$ cat src/rtl/mem_arb_pkg.sv
// Shared constants, request record and word-address helper for mem_port_arbiter.
package mem_arb_pkg;

    localparam int unsigned DEF_NUM_REQ   = 4;
    localparam int unsigned DEF_ADDR_BITS = 24;
    localparam int unsigned DEF_DATA_BITS = 32;
    localparam int unsigned WA_MAX_BITS   = 64;

    typedef struct packed {
        logic                     wren;
        logic [DEF_ADDR_BITS-1:0] addr;
        logic [DEF_DATA_BITS-1:0] wdata;
    } req_t;

    // Byte address to word address; callers zero-extend to WA_MAX_BITS.
    function automatic logic [WA_MAX_BITS-1:0] word_addr(input logic [WA_MAX_BITS-1:0] addr);
        return addr >> 2;
    endfunction

endpackage

$ cat src/rtl/mem_port_arbiter_rr_pick.sv
// rr_pick: circular find-first-set over i_mask starting at i_start.
module rr_pick #(
    parameter int unsigned N     = 4,
    parameter int unsigned IDX_W = 2
) (
    input  logic [N-1:0]     i_mask,
    input  logic [IDX_W-1:0] i_start,
    output logic             o_found,
    output logic [IDX_W-1:0] o_index
);

    always_comb begin
        o_found = 1'b0;
        o_index = '0;
        for (int unsigned k = 0; k < N; k++) begin
            if (!o_found && i_mask[IDX_W'((32'(i_start) + k) % N)]) begin
                o_found = 1'b1;
                o_index = IDX_W'((32'(i_start) + k) % N);
            end
        end
    end

endmodule

$ cat src/rtl/mem_port_arbiter.sv
// Round-robin arbiter sharing a dual-port word memory between NUM_REQ requesters.
// Optional MEM_ARB_STATS_EN adds saturating grant / conflict counters.
module mem_port_arbiter
    import mem_arb_pkg::*;
#(
    parameter int unsigned NUM_REQ   = DEF_NUM_REQ,
    parameter int unsigned ADDR_BITS = DEF_ADDR_BITS,
    parameter int unsigned DATA_BITS = DEF_DATA_BITS
) (
    input  logic                           clock,
    input  logic                           reset_n,
    input  logic [NUM_REQ-1:0]             req_valid,
    output logic [NUM_REQ-1:0]             req_ready,
    input  logic [NUM_REQ-1:0]             req_wren,
    input  logic [NUM_REQ*ADDR_BITS-1:0]   req_addr,
    input  logic [NUM_REQ*DATA_BITS-1:0]   req_wdata,
    output logic [NUM_REQ-1:0]             rsp_valid,
    output logic [NUM_REQ*DATA_BITS-1:0]   rsp_rdata,
    output logic [ADDR_BITS-1:0]           mem_address_0,
    output logic [ADDR_BITS-1:0]           mem_address_1,
    output logic [DATA_BITS-1:0]           mem_data_0,
    output logic [DATA_BITS-1:0]           mem_data_1,
    output logic                           mem_wren_0,
    output logic                           mem_wren_1,
    input  logic [DATA_BITS-1:0]           mem_q_0,
    input  logic [DATA_BITS-1:0]           mem_q_1
`ifdef MEM_ARB_STATS_EN
    ,
    output logic [NUM_REQ*16-1:0]          stat_grant_cnt,
    output logic [15:0]                    stat_conflict_cnt
`endif
);

    localparam int unsigned PTR_W = (NUM_REQ > 1) ? $clog2(NUM_REQ) : 1;

    function automatic logic [PTR_W-1:0] next_idx(input logic [PTR_W-1:0] idx);
        return (idx == PTR_W'(NUM_REQ - 1)) ? '0 : idx + 1'b1;
    endfunction

    logic [ADDR_BITS-1:0]         w_addr  [NUM_REQ];
    logic [DATA_BITS-1:0]         w_wdata [NUM_REQ];
    logic [PTR_W-1:0]             r_rr_ptr;
    logic [NUM_REQ-1:0]           r_rsp_valid;
    logic [NUM_REQ*DATA_BITS-1:0] r_rsp_rdata;
    logic                         w_found_a, w_found_b;
    logic [PTR_W-1:0]             w_idx_a, w_idx_b, w_start_b;
    logic [NUM_REQ-1:0]           w_mask_b;
    logic                         w_conflict, w_grant_a, w_grant_b;

    for (genvar g = 0; g < NUM_REQ; g++) begin : g_unpack
        assign w_addr[g]  = req_addr[g*ADDR_BITS +: ADDR_BITS];
        assign w_wdata[g] = req_wdata[g*DATA_BITS +: DATA_BITS];
    end

    rr_pick #(.N(NUM_REQ), .IDX_W(PTR_W)) u_pick_a (
        .i_mask  (req_valid),
        .i_start (r_rr_ptr),
        .o_found (w_found_a),
        .o_index (w_idx_a)
    );

    assign w_mask_b  = req_valid & ~(NUM_REQ'(1) << w_idx_a);
    assign w_start_b = next_idx(w_idx_a);

    rr_pick #(.N(NUM_REQ), .IDX_W(PTR_W)) u_pick_b (
        .i_mask  (w_mask_b),
        .i_start (w_start_b),
        .o_found (w_found_b),
        .o_index (w_idx_b)
    );

    // Same word with any write on either side: port 1 backs off, request stays pending.
    assign w_conflict = w_found_b
                     && (word_addr(WA_MAX_BITS'(w_addr[w_idx_a])) == word_addr(WA_MAX_BITS'(w_addr[w_idx_b])))
                     && (req_wren[w_idx_a] || req_wren[w_idx_b]);

    assign w_grant_a = reset_n && w_found_a;
    assign w_grant_b = reset_n && w_found_b && !w_conflict;

    always_comb begin
        req_ready = '0;
        if (w_grant_a) req_ready[w_idx_a] = 1'b1;
        if (w_grant_b) req_ready[w_idx_b] = 1'b1;
    end

    always_comb begin
        mem_address_0 = '0;
        mem_data_0    = '0;
        mem_wren_0    = 1'b0;
        mem_address_1 = '0;
        mem_data_1    = '0;
        mem_wren_1    = 1'b0;
        if (w_grant_a) begin
            mem_address_0 = w_addr[w_idx_a];
            mem_data_0    = w_wdata[w_idx_a];
            mem_wren_0    = req_wren[w_idx_a];
        end
        if (w_grant_b) begin
            mem_address_1 = w_addr[w_idx_b];
            mem_data_1    = w_wdata[w_idx_b];
            mem_wren_1    = req_wren[w_idx_b];
        end
    end

    always_ff @(posedge clock) begin
        if (!reset_n) begin
            r_rr_ptr    <= '0;
            r_rsp_valid <= '0;
            r_rsp_rdata <= '0;
        end else begin
            r_rsp_valid <= req_ready;
            if (w_grant_a && !req_wren[w_idx_a])
                r_rsp_rdata[w_idx_a*DATA_BITS +: DATA_BITS] <= mem_q_0;
            if (w_grant_b && !req_wren[w_idx_b])
                r_rsp_rdata[w_idx_b*DATA_BITS +: DATA_BITS] <= mem_q_1;
            if (w_grant_b)
                r_rr_ptr <= next_idx(w_idx_b);
            else if (w_grant_a)
                r_rr_ptr <= next_idx(w_idx_a);
        end
    end

    assign rsp_valid = r_rsp_valid;
    assign rsp_rdata = r_rsp_rdata;

`ifdef MEM_ARB_STATS_EN
    logic [15:0] r_grant_cnt [NUM_REQ];
    logic [15:0] r_conflict_cnt;

    always_ff @(posedge clock) begin
        if (!reset_n) begin
            for (int unsigned i = 0; i < NUM_REQ; i++) r_grant_cnt[i] <= '0;
            r_conflict_cnt <= '0;
        end else begin
            for (int unsigned i = 0; i < NUM_REQ; i++)
                if (req_ready[i] && (r_grant_cnt[i] != '1)) r_grant_cnt[i] <= r_grant_cnt[i] + 16'd1;
            if (w_conflict && (r_conflict_cnt != '1)) r_conflict_cnt <= r_conflict_cnt + 16'd1;
        end
    end

    for (genvar g = 0; g < NUM_REQ; g++) begin : g_stat
        assign stat_grant_cnt[g*16 +: 16] = r_grant_cnt[g];
    end
    assign stat_conflict_cnt = r_conflict_cnt;
`endif

endmodule

$ cat config.mk
export PLATFORM = sky130hd
export DESIGN_NAME = mem_port_arbiter
export DESIGN_NICKNAME = d
export VERILOG_FILES = /design/src/rtl/mem_arb_pkg.sv /design/src/rtl/mem_port_arbiter_rr_pick.sv /design/src/rtl/mem_port_arbiter.sv
export SDC_FILE = /design/constraint.sdc
export NUM_CORES = 1
export LEC_CHECK = 0
export BUFFER_PORTS_ARGS = -buffer_cell sky130_fd_sc_hd__buf_2
export CAP_MARGIN = 15
export CELL_PAD_IN_SITES_DETAIL_PLACEMENT = 1
export CELL_PAD_IN_SITES_GLOBAL_PLACEMENT = 2
export CORE_MARGIN = 2
export CORE_UTILIZATION = 25
export DETAILED_ROUTE_END_ITERATION = 10
export PLACE_DENSITY_LB_ADDON = 0.1
export SYNTH_ARGS = -nofsm -noshare
export SYNTH_HDL_FRONTEND = slang
export SYNTH_SLANG_ARGS = --single-unit
$ cat constraint.sdc
create_clock -name clock -period 9.05 [get_ports clock]
set_input_delay 0.4525 -clock clock [delete_from_list [all_inputs] [get_ports clock]]
set_output_delay 0.4525 -clock clock [all_outputs]
set_load 0.02 [all_outputs]
Word-level counts from Yosys, hierarchy flattened:

Index checks and enable logic that the tools add are counted.

* bits in registers: 134
* input bits: 298
* output and inout bits: 250
* word-level logic and storage cells: 135

* $add $sub $neg: 10
* magnitude comparators: 14
* equality and inequality tests: 3
* shifts and indexed selects: 5
* muxes and demuxes: 69
* bitwise gates (word level): 5
* reductions and logical operators: 26

Operators with widths (number)
* 128-bit two-way mux: 3
* 128-bit bitwise mux: 2
* 32-bit by 34-bit variable shift with 128-bit output (first input constant): 2
* 32-bit by 34-bit variable part select with 128-bit output: 2
* 32-bit two-way mux: 6
* 24-bit two-way mux: 6
* 32-bit binary-select mux with 2-bit select: 2
* 24-bit binary-select mux with 2-bit select: 2
* 7-bit negator with 34-bit output: 2
* 2-bit by 3-bit less-than comparator with 1-bit output (second input constant): 10
* 2-bit two-way mux: 12
* 22-bit == test: 1
* 1-bit two-way mux: 22
* 1-bit binary-select mux with 2-bit select: 10
* 1-bit logical AND: 15
* 1-bit logical NOT: 9
* 2-bit by 1-bit adder with 2-bit output (second input constant): 4
* 2-bit adder (second input constant): 4
* 4-bit two-way mux: 2
* 3-bit >= comparator (second input constant): 2
* 2-bit inverter with 3-bit output: 2
* 4-bit bitwise AND: 1
* 1-bit demux with 2-bit select: 2
* 2-bit == test (second input constant): 2
* other kinds (6): 7

Longest topological paths before layout:

* depth after elaboration: 38
* gate-level depth with buffers: 26
* gate-level depth less buffers: 17

Modules after synthesis:

From an unflattened synthesis, not the netlist that was laid out.

* cell total of the unflattened synthesis: 1406
* area, all modules: 11680.0 um^2

By module, submodules not included
* mem_port_arbiter: times used 1, cells each 1376, area each 11524.8 um^2, seq. area each 2682.6 um^2
* rr_pick: times used 2, cells each 15, area each 77.6 um^2, seq. area each 0.0 um^2

Worst setup path before layout:

Ideal clock, no wire load.

* path type: input -> register
* start: input port req_valid[2]
* end: register r_rsp_rdata[11] (netlist: rsp_rdata[11])
* library setup time: 0.089 ns
* arrival: 6.345 ns
* data required time: 8.961 ns
* path slack: 2.616 ns
* stages on the path: 24
* buffers on the path: 10
* path through: buf_4 -> mux2i_2 -> o22ai_1 -> nor2_1 -> inv_2 -> buf_1 -> buf_1 -> buf_1 -> buf_1 -> ha_1 -> inv_1 -> nand2_1 -> nor2_1 -> o21a_4 -> nor3_4 -> buf_6 -> buf_2 -> buf_1 -> clkbuf_1 -> ha_1 -> nor4b_1 -> o2111ai_2 -> buf_2 -> o32ai_2

* longest elaborated chain between the ends: 38
* elaborated cells between the ends (all ways): 88
* classes of those cells: 6 x add/sub; 2 x eq/ne; 5 x shift; 48 x mux; 4 x bitwise; 23 x reduce/logical

Ends and longest elaborated chain
* start, declared: line mem_port_arbiter.sv:12 `input logic [NUM_REQ-1:0] req_valid,`
* parallel branches: the longest is 37 deep, another holds 1-bit binary-select mux with 2-bit select
* 128-bit two-way mux (*): line mem_port_arbiter.sv:114 `if (w_grant_b && !req_wren[w_idx_b])`
* end signal, assigned by index: line mem_port_arbiter.sv:113 `r_rsp_rdata[w_idx_a*DATA_BITS +: DATA_BITS] <= mem_q_0;`
* end signal, assigned by index: line mem_port_arbiter.sv:115 `r_rsp_rdata[w_idx_b*DATA_BITS +: DATA_BITS] <= mem_q_1;`
* end, declared: line mem_port_arbiter.sv:44 `logic [NUM_REQ*DATA_BITS-1:0] r_rsp_rdata;`

Mark *: on every way between the ends. The select of a mux whose other input is x is not followed.
A chain may end at the register's enable or synchronous reset.

Worst setup path after layout:

* start: register r_rr_ptr[1]
* end: output port mem_data_1[15]

* longest elaborated chain between the ends: 37
* elaborated cells between the ends (all ways): 78
* classes of those cells: 7 x add/sub; 2 x eq/ne; 1 x shift; 46 x mux; 4 x bitwise; 18 x reduce/logical

Ends and longest elaborated chain
* start, declared: line mem_port_arbiter.sv:42 `logic [PTR_W-1:0] r_rr_ptr;`
* start signal, assigned: line mem_port_arbiter.sv:117 `r_rr_ptr <= next_idx(w_idx_b);`
* start signal, assigned: line mem_port_arbiter.sv:119 `r_rr_ptr <= next_idx(w_idx_a);`
* parallel branches: the longest is 11 deep, another holds 2-bit by 1-bit adder with 2-bit output
* 2-bit two-way mux (*): line mem_port_arbiter_rr_pick.sv:16 `if (!o_found && i_mask[IDX_W'((32'(i_start) + k) % N)]) begin`
* parallel branches: the longest is 24 deep, another holds 2-bit by 1-bit adder with 2-bit output
* 32-bit two-way mux (*): line mem_port_arbiter.sv:98 `if (w_grant_b) begin`
* end, declared: line mem_port_arbiter.sv:22 `output logic [DATA_BITS-1:0] mem_data_1,`

Marked as above.

==> reports/metrics.csv <==
stage,metric,value,unit
status,status,"complete, no violations",
clock_tree,CTS tree,done,
global_route,largest net degree at the start of global routing,116,
global_route,global-route wire length before repair,92.4,mm
setup_path,cell breakdown of the critical path,mux2i_2 > o22ai_1 > nor2_4 > inv_4 > ha_1 > inv_1 > nand2_1 > o21a_1 > o21a_4 > nor3_4 > buf_12 > mux2i_1 > mux2i_1 > xor2_1 > nand3_1 > or4_1 > o21ai_4 > buf_4 > a211oi_1 > buf_2,
synth,Synth Cell Area,11600,um^2
synth,Area contributors post-synth,"dfxtp_1 (23%), nand2_1 (8.9%), mux2i_1 (8.3%), o32ai_2 (7.8%), nor2_1 (7.7%)",
layout,Area growth syn-to-layout,32.2,%
placement,placed cell areas,14800,um^2
drt,metal2 WL,31.1,mm
setup_path,CP Class,flop to output pin,
clock_tree,CTS root buf,clkbuf_16,
pwr,leakage,6.58,nW
setup_path,CP Max Fanout,115,
setup_path,"Largest stage delay, worst path",0.82,ns
sta,Total Neg Setup Slack,0,ns
drt,max layer used,met5,
floorplan,Ports,548,
synth,cell count after synthesis,1506,
layout,layout cells sized above 1,39.0,%
setup_path,most used cell along the critical path,mux2i_1,
synth,Yosys top cell by area,dfxtp_1,
synth,dominant synthesized flop cell,dfxtp_1,
floorplan,initial core utilization,25.4,%
flow_run,max-cap viol count,0,
synth,most frequent cells after synthesis,"nand2_1 (274), nor2_1 (237), dfxtp_1 (134)",
sta,min Tclk post-route,7.69,ns
pwr,Peak VDD IR,199,uV
sta,Layout Skew,0.0113,ns
clock_tree,clk_lat worst skew,0.42,ns
setup_path,"CP delay by family, top",simple AND/OR/NAND/NOR gates,
drt,drt first pass iters,5,
pwr,Tot Pwr,0.00344,W
synth,register bit total from synthesis,134,
clock_tree,# resized after CTS,0,
synth,Synth top area share,23.1,%
sta,Relative slew margins,28.3,%
setup_path,CP Data Required Time,8.60,ns
drt,post-route ant nets,0,
global_route,initial antenna violation count,17,
pwr,Power Density,224,nW/um^2
setup_path,FF-to-FF setup slack,2.00,ns
global_route,total gr overflow,0,
drt,vias per inst,5.25,
setup_path,Crit path arrival time,7.24,ns
setup_path,Critical path buffers and inverters,5,
synth,synth warn,0,
sta,fmax,130,MHz
floorplan,chip width,220,um
placement,PortBufs,547,
global_route,vias in the first global route,13963,
global_route,total track usage,25.3,%
synth,"count leader, synth",nand2_1,
clock_tree,clk slew on worst S/H paths,0.07,ns
drt,DRC,0,
layout,# nets final,2268,
placement,GPL Wtd Cong,0.929,
placement,Post-DP HPWL,45.4,mm
synth,sequential fraction of the synthesis area,23.1,%
min_path,Hold Path Class,input port to flop,
layout,design area,15400,um^2
floorplan,die height,220,um
drt,routed length on met3,4.39,mm
setup_path,CP Capture Type,output pin,
clock_tree,Clock Sinks,134,
drt,via count,13508,
sta,fin crit share,85.0,%
floorplan,Rows,78,
drt,Total Wirelength,63.6,mm
clock_tree,CTS H-tree depth,4,
synth,Mapped Avg Cell Area,7.71,um^2
floorplan,die area,48200,um^2
synth,synth unique cells,62,
sta,Fin. Hold Viols,0,
drt,drt initial violations,705,
setup_path,CP max-delay cell,or4_1,
sta,Final Setup Violations,0,
synth,share of synthesized registers carrying an async set or reset,0,%
clock_tree,clk buf depth,2,
floorplan,core area,45700,um^2
synth,number of flops mapped to enable cells by yosys,0,
clock_tree,setup repair bufs after CTS,0,
drt,Met1 Wirelength,26.3,mm
drt,Wirelength per Cell,24.7,um
synth,syn nets,1820,
sta,Worst Max-Slew Pin Slew,1.08,ns
clock_tree,CTS Buf Count,17,
clock_tree,hold_buf cts,0,
setup_path,Worst Setup Start Kind,flop,
sta,Max Slew Vio Count,0,
sta,RSZ-0062 raised after global routing,no,
==> layout by cell type, fill, tap and decap left out, types with 3 or more instances in the layout <==
cell type | netlist | routed
a211oi_1 | 34 | 34
a21oi_1 | 111 | 111
and3_1 | 10 | 10
and4_1 | 4 | 4
buf_2 | 24 | 547
buf_4 | 3 | 26
clkbuf_16 | 0 | 17
dfxtp_1 | 134 | 134
diode_2 | 0 | 7
ha_1 | 16 | 16
inv_1 | 16 | 15
inv_6 | 0 | 5
mux2_2 | 40 | 40
mux2i_1 | 96 | 96
mux4_2 | 34 | 34
nand2_1 | 274 | 270
nand2_2 | 0 | 4
nand3_1 | 26 | 26
nand3b_1 | 3 | 3
nand4_1 | 4 | 4
nor2_1 | 237 | 233
nor2_4 | 0 | 4
nor2b_1 | 49 | 49
nor4_1 | 3 | 3
o2111a_2 | 3 | 4
o211ai_1 | 3 | 3
o21a_1 | 3 | 3
o21ai_0 | 57 | 57
o21ai_4 | 0 | 4
o22ai_1 | 41 | 40
o31a_1 | 4 | 4
o32ai_1 | 46 | 46
o32ai_2 | 56 | 56
xnor2_1 | 5 | 5
xor2_1 | 14 | 14
==> per-stage QoR <==
| stage | hold WS (ns) | util (%) | cells | setup WS [ns] |
|---|---|---|---|---|
| floorplan | 0.616 | - | 1506 | 2.62 |
| global placement | 0.527 | 32.3 | 2535 | 1.97 |
| detailed placement | 0.541 | 32.3 | 2535 | 1.81 |
| CTS | 0.337 | 33.6 | 2567 | 1.32 |
| global route | 0.356 | 33.6 | 2572 | 0.759 |
| finish | 0.348 | 33.6 | 2574 | 1.36 |
==> worst reg2reg max path: stages (launching register included) <==
cell       delay, ns
dfxtp_1         0.60
mux2i_2         0.33
o22ai_1         0.20
nor2_4          0.57
inv_4           0.32
ha_1            0.30
inv_1           0.12
nand2_1         0.11
o21a_1          0.15
o21a_4          0.23
nor3_4          0.21
buf_12          0.51
mux2i_1         0.37
mux2i_1         0.23
xor2_1          0.18
nand3_1         0.13
or4_1           0.82
o2111ai_4       0.92
buf_4           0.45
o32ai_2         0.13
==> worst paths after layout <==
kind / from / endpoint / cells past startpoint
hold reg to reg: rsp_rdata[75]$_SDFF_PN0_ / rsp_rdata[75]$_SDFF_PN0_ / 2
hold / removal: mem_q_1[22] / rsp_rdata[22]$_SDFF_PN0_ / 3
setup / recovery: r_rr_ptr[1]$_SDFFE_PN0P_ / mem_data_1[15] / 20
setup reg to reg: r_rr_ptr[1]$_SDFFE_PN0P_ / rsp_rdata[3]$_SDFF_PN0_ / 19
==> metal layers <==
metal	global-route usage, %	vias up
met3	6.36	83
met4	7.63	20
met5	0	-
met1	30.3	6699
li1	-	6317
met2	44.2	389
==> kinds of logic (layout without fill, tap and decap cells) <==
| logic type | Yosys count | in the layout | share of synthesized area (%) |
|---|---|---|---|
| XOR/XNOR | 19 | 19 | 1.43 |
| adder cells (fa/ha/maj) | 16 | 16 | 1.72 |
| buffers and inverters | 163 | 624 | 6.62 |
| other | 0 | 7 | 0 |
| flip-flops | 134 | 134 | 23.1 |
| AND/OR/NAND/NOR | 622 | 622 | 22.5 |
| multiplexers | 171 | 171 | 18.9 |
| AO/OA/AOI/OAI | 381 | 381 | 25.7 |
==> flip-flops by register name, summed over array words and instances (netlist names) <==
name,cells
r_rr_ptr,2
rsp_valid,4
rsp_rdata,128
==> power breakdown <==
part	internal [W]	switching, W
clock network	0.000415	0.000313
logic	0.000740	0.00133
registers	0.000622	0.0000235
==> final cells by class <==
class / count / area [um^2]
antenna: 7 / 17.5
clock buffer: 18 / 429
clock inverter: 14 / 164
fill: 5680 / 30300
inverter: 18 / 72.6
multi-input combinational: 1209 / 8290
sequential: 134 / 2680
tap: 600 / 751
timing repair buffer: 574 / 2950
(Power assumes the default switching activity.)
